===== src/rtl/muldiv_ctrl_pkg.sv =====
// Shared types and constants for the EX-stage HI/LO mult/div sequencer.
package muldiv_ctrl_pkg;

  typedef enum logic [1:0] {
    ST_IDLE     = 2'd0,
    ST_MUL_WAIT = 2'd1,
    ST_DIV_WAIT = 2'd2,
    ST_DONE     = 2'd3
  } state_t;

  // Bit positions in the one-hot op select, in hilo_op field order.
  localparam int OP_MULT  = 0;
  localparam int OP_MULTU = 1;
  localparam int OP_DIV   = 2;
  localparam int OP_DIVU  = 3;
  localparam int OP_W     = 4;

  localparam int MUL_LAT_DEF = 2;
  localparam int WORD_W      = 32;
  localparam int RES_W       = 64;

  // {remainder, quotient} reported for a zero divisor: rem = dividend, quot = all ones.
  function automatic logic [RES_W-1:0] zero_div_result(input logic [WORD_W-1:0] dividend);
    return {dividend, {WORD_W{1'b1}}};
  endfunction

endpackage


===== src/rtl/muldiv_ctrl.sv =====
// Sequencer for mult/multu/div/divu: drives the multiplier/divider, stalls EX, holds {hi,lo}.
// Optional MULDIV_DIVZERO_BYPASS_EN: zero-divisor divides complete without starting the divider.
module muldiv_ctrl
  import muldiv_ctrl_pkg::*;
#(
  parameter int MUL_LAT = MUL_LAT_DEF
) (
  input  logic        clk,
  input  logic        rst,
  input  logic        flush,
  input  logic        stall_in,
  input  logic        op_valid,
  input  logic        op_mult,
  input  logic        op_multu,
  input  logic        op_div,
  input  logic        op_divu,
  input  logic [31:0] opa,
  input  logic [31:0] opb,
  output logic        stallreq,
  output logic        hi_we,
  output logic        lo_we,
  output logic [31:0] hi_o,
  output logic [31:0] lo_o,
  output logic        mul_signed,
  output logic [31:0] mul_ina,
  output logic [31:0] mul_inb,
  input  logic [63:0] mul_result,
  output logic        div_start,
  output logic        div_signed,
  output logic        div_annul,
  output logic [31:0] div_opa,
  output logic [31:0] div_opb,
  input  logic        div_ready,
  input  logic [63:0] div_result
);

  localparam int CNT_W = $clog2(MUL_LAT + 1);

  state_t             r_state;
  state_t             w_state_next;
  logic [CNT_W-1:0]   r_cnt;
  logic [CNT_W-1:0]   w_cnt_next;
  logic [31:0]        r_opa;
  logic [31:0]        r_opb;
  logic               r_sgn;
  logic [31:0]        r_hi;
  logic [31:0]        r_lo;

  logic [OP_W-1:0]    w_op_sel;
  logic               w_is_mul;
  logic               w_accept;
  logic               w_div_zero;
  logic               w_in_mul;
  logic               w_in_div;
  logic               w_cap_mul;
  logic               w_cap_div;
  logic               w_cap_zero;

  assign w_op_sel[OP_MULT]  = op_mult;
  assign w_op_sel[OP_MULTU] = op_multu;
  assign w_op_sel[OP_DIV]   = op_div;
  assign w_op_sel[OP_DIVU]  = op_divu;

  assign w_is_mul = w_op_sel[OP_MULT] | w_op_sel[OP_MULTU];
  assign w_accept = op_valid & (|w_op_sel) & ~flush;

`ifdef MULDIV_DIVZERO_BYPASS_EN
  assign w_div_zero = ~w_is_mul & (opb == '0);
`else
  assign w_div_zero = 1'b0;
`endif

  assign w_in_mul = (r_state == ST_MUL_WAIT);
  assign w_in_div = (r_state == ST_DIV_WAIT);

  always_ff @(posedge clk) begin
    if (rst) begin
      r_state <= ST_IDLE;
      r_cnt   <= '0;
    end else begin
      r_state <= w_state_next;
      r_cnt   <= w_cnt_next;
    end
  end

  always_comb begin
    w_state_next = r_state;
    w_cnt_next   = r_cnt;
    w_cap_mul    = 1'b0;
    w_cap_div    = 1'b0;
    w_cap_zero   = 1'b0;
    case (r_state)
      ST_IDLE: begin
        if (w_accept) begin
          if (w_is_mul) begin
            w_state_next = ST_MUL_WAIT;
            w_cnt_next   = CNT_W'(MUL_LAT);
          end else if (w_div_zero) begin
            w_state_next = ST_DONE;
            w_cap_zero   = 1'b1;
          end else begin
            w_state_next = ST_DIV_WAIT;
          end
        end
      end
      ST_MUL_WAIT: begin
        if (r_cnt == '0) begin
          w_state_next = ST_DONE;
          w_cap_mul    = 1'b1;
        end else begin
          w_cnt_next = r_cnt - 1'b1;
        end
      end
      ST_DIV_WAIT: begin
        if (div_ready) begin
          w_state_next = ST_DONE;
          w_cap_div    = 1'b1;
        end
      end
      ST_DONE: begin
        if (!stall_in) w_state_next = ST_IDLE;
      end
      default: w_state_next = ST_IDLE;
    endcase
    // A flush discards whatever is in flight, including a result arriving this cycle.
    if (flush) begin
      w_state_next = ST_IDLE;
      w_cnt_next   = '0;
      w_cap_mul    = 1'b0;
      w_cap_div    = 1'b0;
      w_cap_zero   = 1'b0;
    end
  end

  always_ff @(posedge clk) begin
    if (rst) begin
      r_opa <= '0;
      r_opb <= '0;
      r_sgn <= 1'b0;
      r_hi  <= '0;
      r_lo  <= '0;
    end else begin
      if (r_state == ST_IDLE && w_accept) begin
        r_opa <= opa;
        r_opb <= opb;
        r_sgn <= w_op_sel[OP_MULT] | w_op_sel[OP_DIV];
      end
      if (w_cap_mul)  {r_hi, r_lo} <= mul_result;
      if (w_cap_div)  {r_hi, r_lo} <= div_result;
      if (w_cap_zero) {r_hi, r_lo} <= zero_div_result(opa);
    end
  end

  // Handshakes are gated by rst so a mid-operation reset never pulses start or annul.
  assign stallreq   = ~rst & ~flush & (((r_state == ST_IDLE) & w_accept) | w_in_mul | w_in_div);
  assign hi_we      = ~rst & ~flush & (r_state == ST_DONE);
  assign lo_we      = hi_we;
  assign hi_o       = r_hi;
  assign lo_o       = r_lo;

  assign mul_signed = w_in_mul & r_sgn;
  assign mul_ina    = w_in_mul ? r_opa : '0;
  assign mul_inb    = w_in_mul ? r_opb : '0;

  assign div_start  = ~rst & w_in_div & ~div_ready & ~flush;
  assign div_annul  = ~rst & w_in_div & flush;
  assign div_signed = w_in_div & r_sgn;
  assign div_opa    = w_in_div ? r_opa : '0;
  assign div_opb    = w_in_div ? r_opb : '0;

endmodule


===== config.mk =====
export PLATFORM = sky130hd
export DESIGN_NAME = muldiv_ctrl
export DESIGN_NICKNAME = d
export VERILOG_FILES = /design/src/rtl/muldiv_ctrl_pkg.sv /design/src/rtl/muldiv_ctrl.sv
export SDC_FILE = /design/constraint.sdc
export NUM_CORES = 1
export LEC_CHECK = 0
export ABC_AREA = 1
export CORE_AREA = 5 5 153 155
export CTS_CLUSTER_DIAMETER = 120
export DETAILED_ROUTE_END_ITERATION = 10
export DIE_AREA = 0 0 158 160
export DONT_BUFFER_PORTS = 1
export PLACE_DENSITY = 0.49
export SYNTH_ARGS = -nofsm -noshare
export SYNTH_HDL_FRONTEND = slang
export SYNTH_SLANG_ARGS = --single-unit
export TNS_END_PERCENT = 1

===== constraint.sdc =====
create_clock -name clk -period 1.9 [get_ports clk]
set_input_delay 0.38 -clock clk [delete_from_list [all_inputs] [get_ports clk]]
set_output_delay 0.38 -clock clk [all_outputs]
set_load 0.02 [all_outputs]

==> results of run 1 <==
==> area by class of cell <==
| class | count | share of cell area |
|---|---|---|
| clock buffers | 18 | 0.05177 |
| clock inverters | 14 | 0.02415 |
| inverters | 276 | 0.1355 |
| multi-input cells | 571 | 0.3498 |
| flip-flops and latches | 133 | 0.3221 |
| well taps | 280 | 0.04226 |
| repair buffers | 43 | 0.07440 |
==> layer usage <==
layer  share of wire  vias up  GRT usage
li1                -     3172          -
met1            0.38     2771     0.1826
met2            0.50      289     0.2939
met3            0.11       26    0.06658
met4           0.017        2    0.04653
met5         0.00030        -          0
==> cells in the final DEF, fill, tap and decap left out, drive strengths merged, types with 6 or more instances in the layout <==
cell    instances
ha              6
clkbuf         22
inv           278
nand2         216
clkinv          6
dfxtp         133
a21oi         131
buf            39
nor2           16
o21ai         195
==> worst max path at each step <==
stage / start / end / slack (ps)
floorplan: r_state[0] / stallreq / 90
global placement: r_state[1] / mul_inb[25] / 230
detailed placement: r_state[1] / mul_inb[25] / 180
CTS: r_state[1] / mul_inb[24] / -50
global route: r_state[0] / div_opa[5] / -90
finish: r_state[0] / div_opa[7] / -30
==> flip-flops by register name, indices dropped and copies added, names as in the netlist <==
register / count
r_cnt: 2
r_opb: 32
r_sgn: 1
r_state: 2
lo_o: 32
hi_o: 32
r_opa: 32
==> power groups by stage <==
stage          clock [mW]  sequential (mW)  combinational, mW
2_1_floorplan           0             3.19              0.592
3_3_place_gp            0             3.26              0.682
3_5_place_dp            0             3.26              0.692
4_1_cts              3.65             3.20              0.824
5_1_grt              3.76             3.24              0.996
6_report             3.53             3.22              0.890
==> worst reg2reg max path, delay by kind of cell, from the launching register on <==
kind                     cells  cell delay (ps)
AO/OA/AOI/OAI                1              140
adder cells (fa/ha/maj)      1              200
buffers and inverters        5              710
flip-flops                   1              390
AND/OR/NAND/NOR              3              280
==> logic make-up (layout without fill, tap and decap cells) <==
family                     count (synthesis)  in the layout
AOI/OAI and AO/OA                        327            327
adders and majority gates                  6              6
DFF                                      133            133
and+or+nand+nor                          238            238
buffers and inverters                    347            351
==> metrics by stage <==
step | power [mW] | util | instances
2_1_floorplan | 3.783 | - | 1051
4_1_cts | 7.672 | 0.3647 | 1329
3_5_place_dp | 3.947 | 0.3203 | 1281
6_report | 7.640 | 0.3823 | 1335
3_3_place_gp | 3.939 | 0.3203 | 1281
5_1_grt | 8.000 | 0.3823 | 1335
==> repair_timing <==
| item | 4_1_cts | 5_1_grt |
|---|---|---|
| pin swaps | 3 | 8 |
| gates resized for setup | 123 | 135 |
| setup buffers | 11 | 3 |
| endpoints found under the hold margin | 0 | 0 |
| endpoints found under the setup margin | 129 | 188 |
| gates cloned | 5 | 4 |
==> impl_metrics.json, run 1 <==
{
  "setup_slack_ps": -30.43,
  "syn-num-nets": 1259,
  "stdcell_area_um2": 8290,
  "critPathBufInv": 4,
  "fill_cells": 2291,
  "final_antenna_net_count": 0,
  "critical_path.max_fanout": 8,
  "synth_compound_area_frac": 0.2434,
  "dpl-instance-area_um2": 6947,
  "p_leak_nw": 4.011,
  "hold_buffers": 0,
  "worst_pin_slew_ps": 409.2,
  "drt-initial-drc-count": 403,
  "tns_ps": -450.2,
  "drive_gt1_frac": 0.2673,
  "synth_edf_count": 0,
  "failed_checks": "negative setup slack",
  "worstReg2RegStart": "r_state[0]",
  "synth_commonest_cells": "inv_1 (273), nand2_1 (216), dfxtp_1 (133)",
  "crit_type": "flip-flop to output port",
  "status": "finished with violations",
  "worstSetupStartpointType": "flip-flop",
  "synthSimpleGateAreaFrac": 0.1367,
  "io_pins": 401,
  "cts.clk_slew.worst_paths_ps": 60,
  "gp_congestion": 0.8080,
  "fmax_mhz": 518.0,
  "r2r_end": "hi_o[16]",
  "whs_ps": 81.57,
  "synthCells": 1051,
  "seq_area_frac_synth": 0.3958,
  "grt_max_degree": 68,
  "drc": 0,
  "synth_top_family_by_area": "compound AO/OA/AOI/OAI gates",
  "power_density_nw_per_um2": 921.6,
  "r2r_slack_ps": 130,
  "design.core.area_um2": 21690,
  "setup_violations": 31,
  "grt-ovfl-total": 0,
  "async_flop_share": 0,
  "min_path_cells": 1,
  "diodes": 0,
  "clock-root-buffer": "clkbuf_16",
  "num-nets-final": 1250,
  "hold_class": "primary input to flip-flop",
  "wl_per_cell_um": 17.39,
  "yosys-mux-area-fraction": 0,
  "synthAdderAreaFrac": 0.01116,
  "design.die.area_um2": 25280,
  "drv_slew": 0,
  "clkSinkCount": 133,
  "synth_cell_types": 20,
  "critPathSlowestCell": "dfxtp_4",
  "clock_power_share": 0.462,
  "ff2ff_path_depth": 10,
  "hold_violations": 0,
  "vias": 6260,
  "port_buffers": 0,
  "synth_most_common_cell": "inv_1",
  "rsz0062_at_grt": "yes",
  "viasPerCell": 4.689,
  "cp.required_ps": 1520,
  "drt-total-wl_mm": 23.22,
  "fp.dieW_um": 158,
  "post-route-period-util": 1.016,
  "grt_pass1_wl_mm": 32.83,
  "maxCapViolations": 0,
  "synth_area_um2": 6728,
  "synth_top_cell_by_area": "dfxtp_1",
  "ys.flop_type": "dfxtp_1",
  "clk_latency_ps": 410,
  "cp_num_cells": 6,
  "synth_xor_area_frac": 0,
  "htree_levels": 4,
  "arrival_ps": 1550,
  "dr.pass1.iters": 4,
  "power.share.switching": 0.2762,
  "seqCellArea_um2": 2670,
  "track_usage": 0.1661,
  "antenna_found_initial": 1,
  "min_from": "rst",
  "vdd_ir_drop_max_uv": 439.5,
  "cts_made_buffers": 17,
  "cts_tree": "done",
  "crit_chain": "inv_6, ha_4, buf_8, clkbuf_16, nand2_2, inv_4",
  "yosysWarnings": 0,
  "fin_skew_ps": 10.50,
  "start_util": 0.3102,
  "max_stage_delay_ps": 370,
  "dp_slack_ps": 177.3,
  "intPower_mw": 5.530,
  "multiInputGateArea_um2": 2900,
  "synth_top_area_frac": 0.3958,
  "hold_end": "hi_o[21]",
  "hpwl_mm": 15.80,
  "clockBufferDepth": 2,
  "grt_pass1_vias": 5833,
  "synthTopCellsByArea": "dfxtp_1 (40%), inv_1 (15%), nand2_1 (12%), a21oi_1 (9.7%), o21ai_1 (9.2%)",
  "switchingPower_mw": 2.111,
  "die_h_um": 160,
  "combinationalPowerShare": 0.117,
  "row_count": 54,
  "fin_crit_ps": 1930,
  "postSynthAreaPerCell_um2": 6.401,
  "critPathCaptureType": "output port",
  "slew_headroom": 0.7243,
  "seqPwrFrac": 0.422,
  "crit_family": "buffers and inverters",
  "ys_ff_latch": 133,
  "synthToLayoutAreaGrowth_pct": 23.23
}
No activity file was read; power rests on OpenSTA's default activity.
==> inputs of run 2 (changes only) <==
- ABC_AREA: 1 -> default
- CORE_AREA: 5 5 153 155 -> 5 5 152 154
- DIE_AREA: 0 0 158 160 -> 0 0 157 159
- PLACE_DENSITY: 0.49 -> 0.48
- clock period: 1.9 -> 2.4 ns (I/O delays scaled with it)
==> run 2 against run 1 <==
Compared with the run above: critical endpoint is now div_annul; the run now ends clean; combinational power fell by 52%; setup slack better by 220 ps; highest routed layer is now met4; via count decreased by 19%; cell area is 12% lower.
==> impl_metrics.json, run 2 <==
{
  "worst_pin_slew_ps": 963.1,
  "synth_area_um2": 6538,
  "final_antenna_net_count": 0,
  "wl_met1_mm": 7.774,
  "drt-initial-drc-count": 187,
  "drv_slew": 0,
  "worstSetupStartpoint": "r_state[0]",
  "design_power_total_mw": 5.276,
  "top_layer": "met4",
  "synthTopCellsByArea": "dfxtp_1 (41%), and2_1 (13%), mux2i_1 (10%), a211oi_1 (7.3%), nand2_2 (5.3%)",
  "dpl.cell_count": 994,
  "dr.pass1.iters": 4,
  "slew_headroom": 0.3579,
  "worstReg2RegStart": "r_state[0]",
  "grt-ovfl-total": 0,
  "dpl-instance-area_um2": 6704,
  "tns_ps": 0,
  "drc": 0,
  "clock-root-buffer": "clkbuf_16",
  "post_cts_resize_count": 0,
  "hpwl_mm": 15.27,
  "start_util": 0.3033,
  "grt_pass1_vias": 5064,
  "synth_most_common_cell": "dfxtp_1",
  "grt_pass1_wl_mm": 30.64,
  "io_pins": 401,
  "viasPerCell": 4.921,
  "hold_violations": 0,
  "dr_wl_met2_mm": 10.16,
  "seq_area_frac_synth": 0.4073,
  "maxCapViolations": 0,
  "multiInputGateArea_um2": 3483,
  "whs_ps": 167.6,
  "synth_cell_types": 32,
  "grt_max_degree": 133,
  "fmax_mhz": 452.5,
  "drt-total-wl_mm": 20.42,
  "fin_crit_ps": 2210,
  "cts_made_buffers": 17,
  "cts_tree": "done",
  "max_stage_delay_ps": 340,
  "clkSinkCount": 133,
  "setup_slack_ps": 190.0,
  "diodes": 0,
  "fp.dieW_um": 157,
  "r2r_slack_ps": 400,
  "r2r_end": "r_sgn",
  "design.core.area_um2": 21550,
  "fill_cells": 2296,
  "synth_commonest_cells": "dfxtp_1 (133), and2_1 (131), nand2_1 (78)",
  "die_h_um": 159,
  "drive_gt1_frac": 0.1609,
  "setup_violations": 0,
  "ys.flop_type": "dfxtp_1",
  "cp.required_ps": 1920,
  "cts.clk_slew.worst_paths_ps": 60,
  "dp_slack_ps": 395.3,
  "synth_top_cell_by_area": "dfxtp_1",
  "final_cells": 1026,
  "worstSetupStartpointType": "flip-flop",
  "postCtsSetupBuffers": 0,
  "port_buffers": 0,
  "met3_length_mm": 2.346,
  "vdd_ir_drop_max_uv": 418.8,
  "clockBufferDepth": 2,
  "status": "finished clean",
  "async_flop_share": 0,
  "seqCellArea_um2": 2663,
  "critPathSlowestCell": "dfxtp_1",
  "wl_per_cell_um": 19.90,
  "stdcell_area_um2": 7261,
  "ff2ff_path_depth": 5,
  "ys_ff_latch": 133,
  "p_leak_nw": 3.015,
  "syn-num-nets": 971,
  "critical_path.max_fanout": 54,
  "most-common-layout-cells": "dfxtp_1 (133), and2_1 (131), nand2_1 (78)",
  "antenna_found_initial": 0,
  "design.die.area_um2": 24960,
  "postSynthAreaPerCell_um2": 8.568,
  "synth_edf_count": 0,
  "synthCells": 763,
  "synth_top_area_frac": 0.4073,
  "htree_levels": 4,
  "fin_skew_ps": 7.937,
  "yosysWarnings": 0,
  "gp_congestion": 0.7237,
  "vias": 5049,
  "arrival_ps": 1730,
  "num-nets-final": 941,
  "final_common_cell": "dfxtp_1",
  "fin_util": 0.3369,
  "post-route-period-util": 0.9208,
  "rsz0062_at_grt": "no",
  "critPathCaptureType": "output port",
  "row_count": 54,
  "crit_chain": "inv_1, ha_4, buf_12, nand2_1, nor2_1, buf_4",
  "crit_type": "flip-flop to output port",
  "hold_class": "primary input to flip-flop",
  "track_usage": 0.1565,
  "power_density_nw_per_um2": 726.6,
  "hold_buffers": 0,
  "crit_end": "div_annul",
  "synthToLayoutAreaGrowth_pct": 11.06,
  "clk_latency_ps": 410
}
run 2: cell types whose count changed after synthesis, sizes merged, moves of 2 or more:
cell / delta
inv: -270
o21ai: -191
clkbuf: +21
and3: +3
and2: +131
buf: -27
mux2i: +65
nand3: -3
a21oi: -64
a211oi: +64
nand2b: +2
nor2: +53
nand2: -83
nand4: +2
run 2: layout make-up:
type	instances	area share
repair buffers	16	0.02740
inverters	6	0.003102
well taps	280	0.04825
flip-flops and latches	133	0.3667
multi-input cells	559	0.4798
clock inverters	13	0.01379
clock buffers	19	0.06100
run 2: cell families (layout without fill, tap and decap cells):
family | count (synthesis) | in the layout | share of synthesized area
buffers and inverters | 71 | 54 | 0.06258
flip-flops | 133 | 133 | 0.4073
multiplexers | 65 | 65 | 0.09952
AND/OR/NAND/NOR | 348 | 348 | 0.2787
AO/OA/AOI/OAI | 140 | 140 | 0.1405
adder cells (fa/ha/maj) | 6 | 6 | 0.01148
run 2: how the worst min path moves through the flow:
stage / from / end / slack, ps / depth (start not counted)
after global placement: r_opb[18] / r_opb[18] / 450 / 2
after floorplan: r_opa[10] / r_opa[10] / 440 / 2
after CTS: rst / r_opa[1] / 120 / 1
after detailed placement: r_opb[18] / r_opb[18] / 450 / 2
after global routing: rst / lo_o[3] / 120 / 1
final: rst / lo_o[3] / 170 / 1
run 2: where the power goes:
group | switching [mW] | internal (mW)
combinational | 0.252 | 0.171
clock | 1.04 | 1.36
sequential | 0.136 | 2.32
total | 1.43 | 3.85
run 2: worst max-delay path, delay by kind of cell (launching register included):
family / cells / cell delay [ps]
DFF: 1 / 340
and+or+nand+nor: 2 / 200
adders and majority gates: 1 / 260
buffers and inverters: 3 / 510
run 2: per-layer routing:
layer  vias to the layer above  GRT usage
li1                       2484          -
met1                      2321     0.1740
met2                       236     0.2701
met3                         8    0.07448
met4                         0    0.03590
met5                         -          0
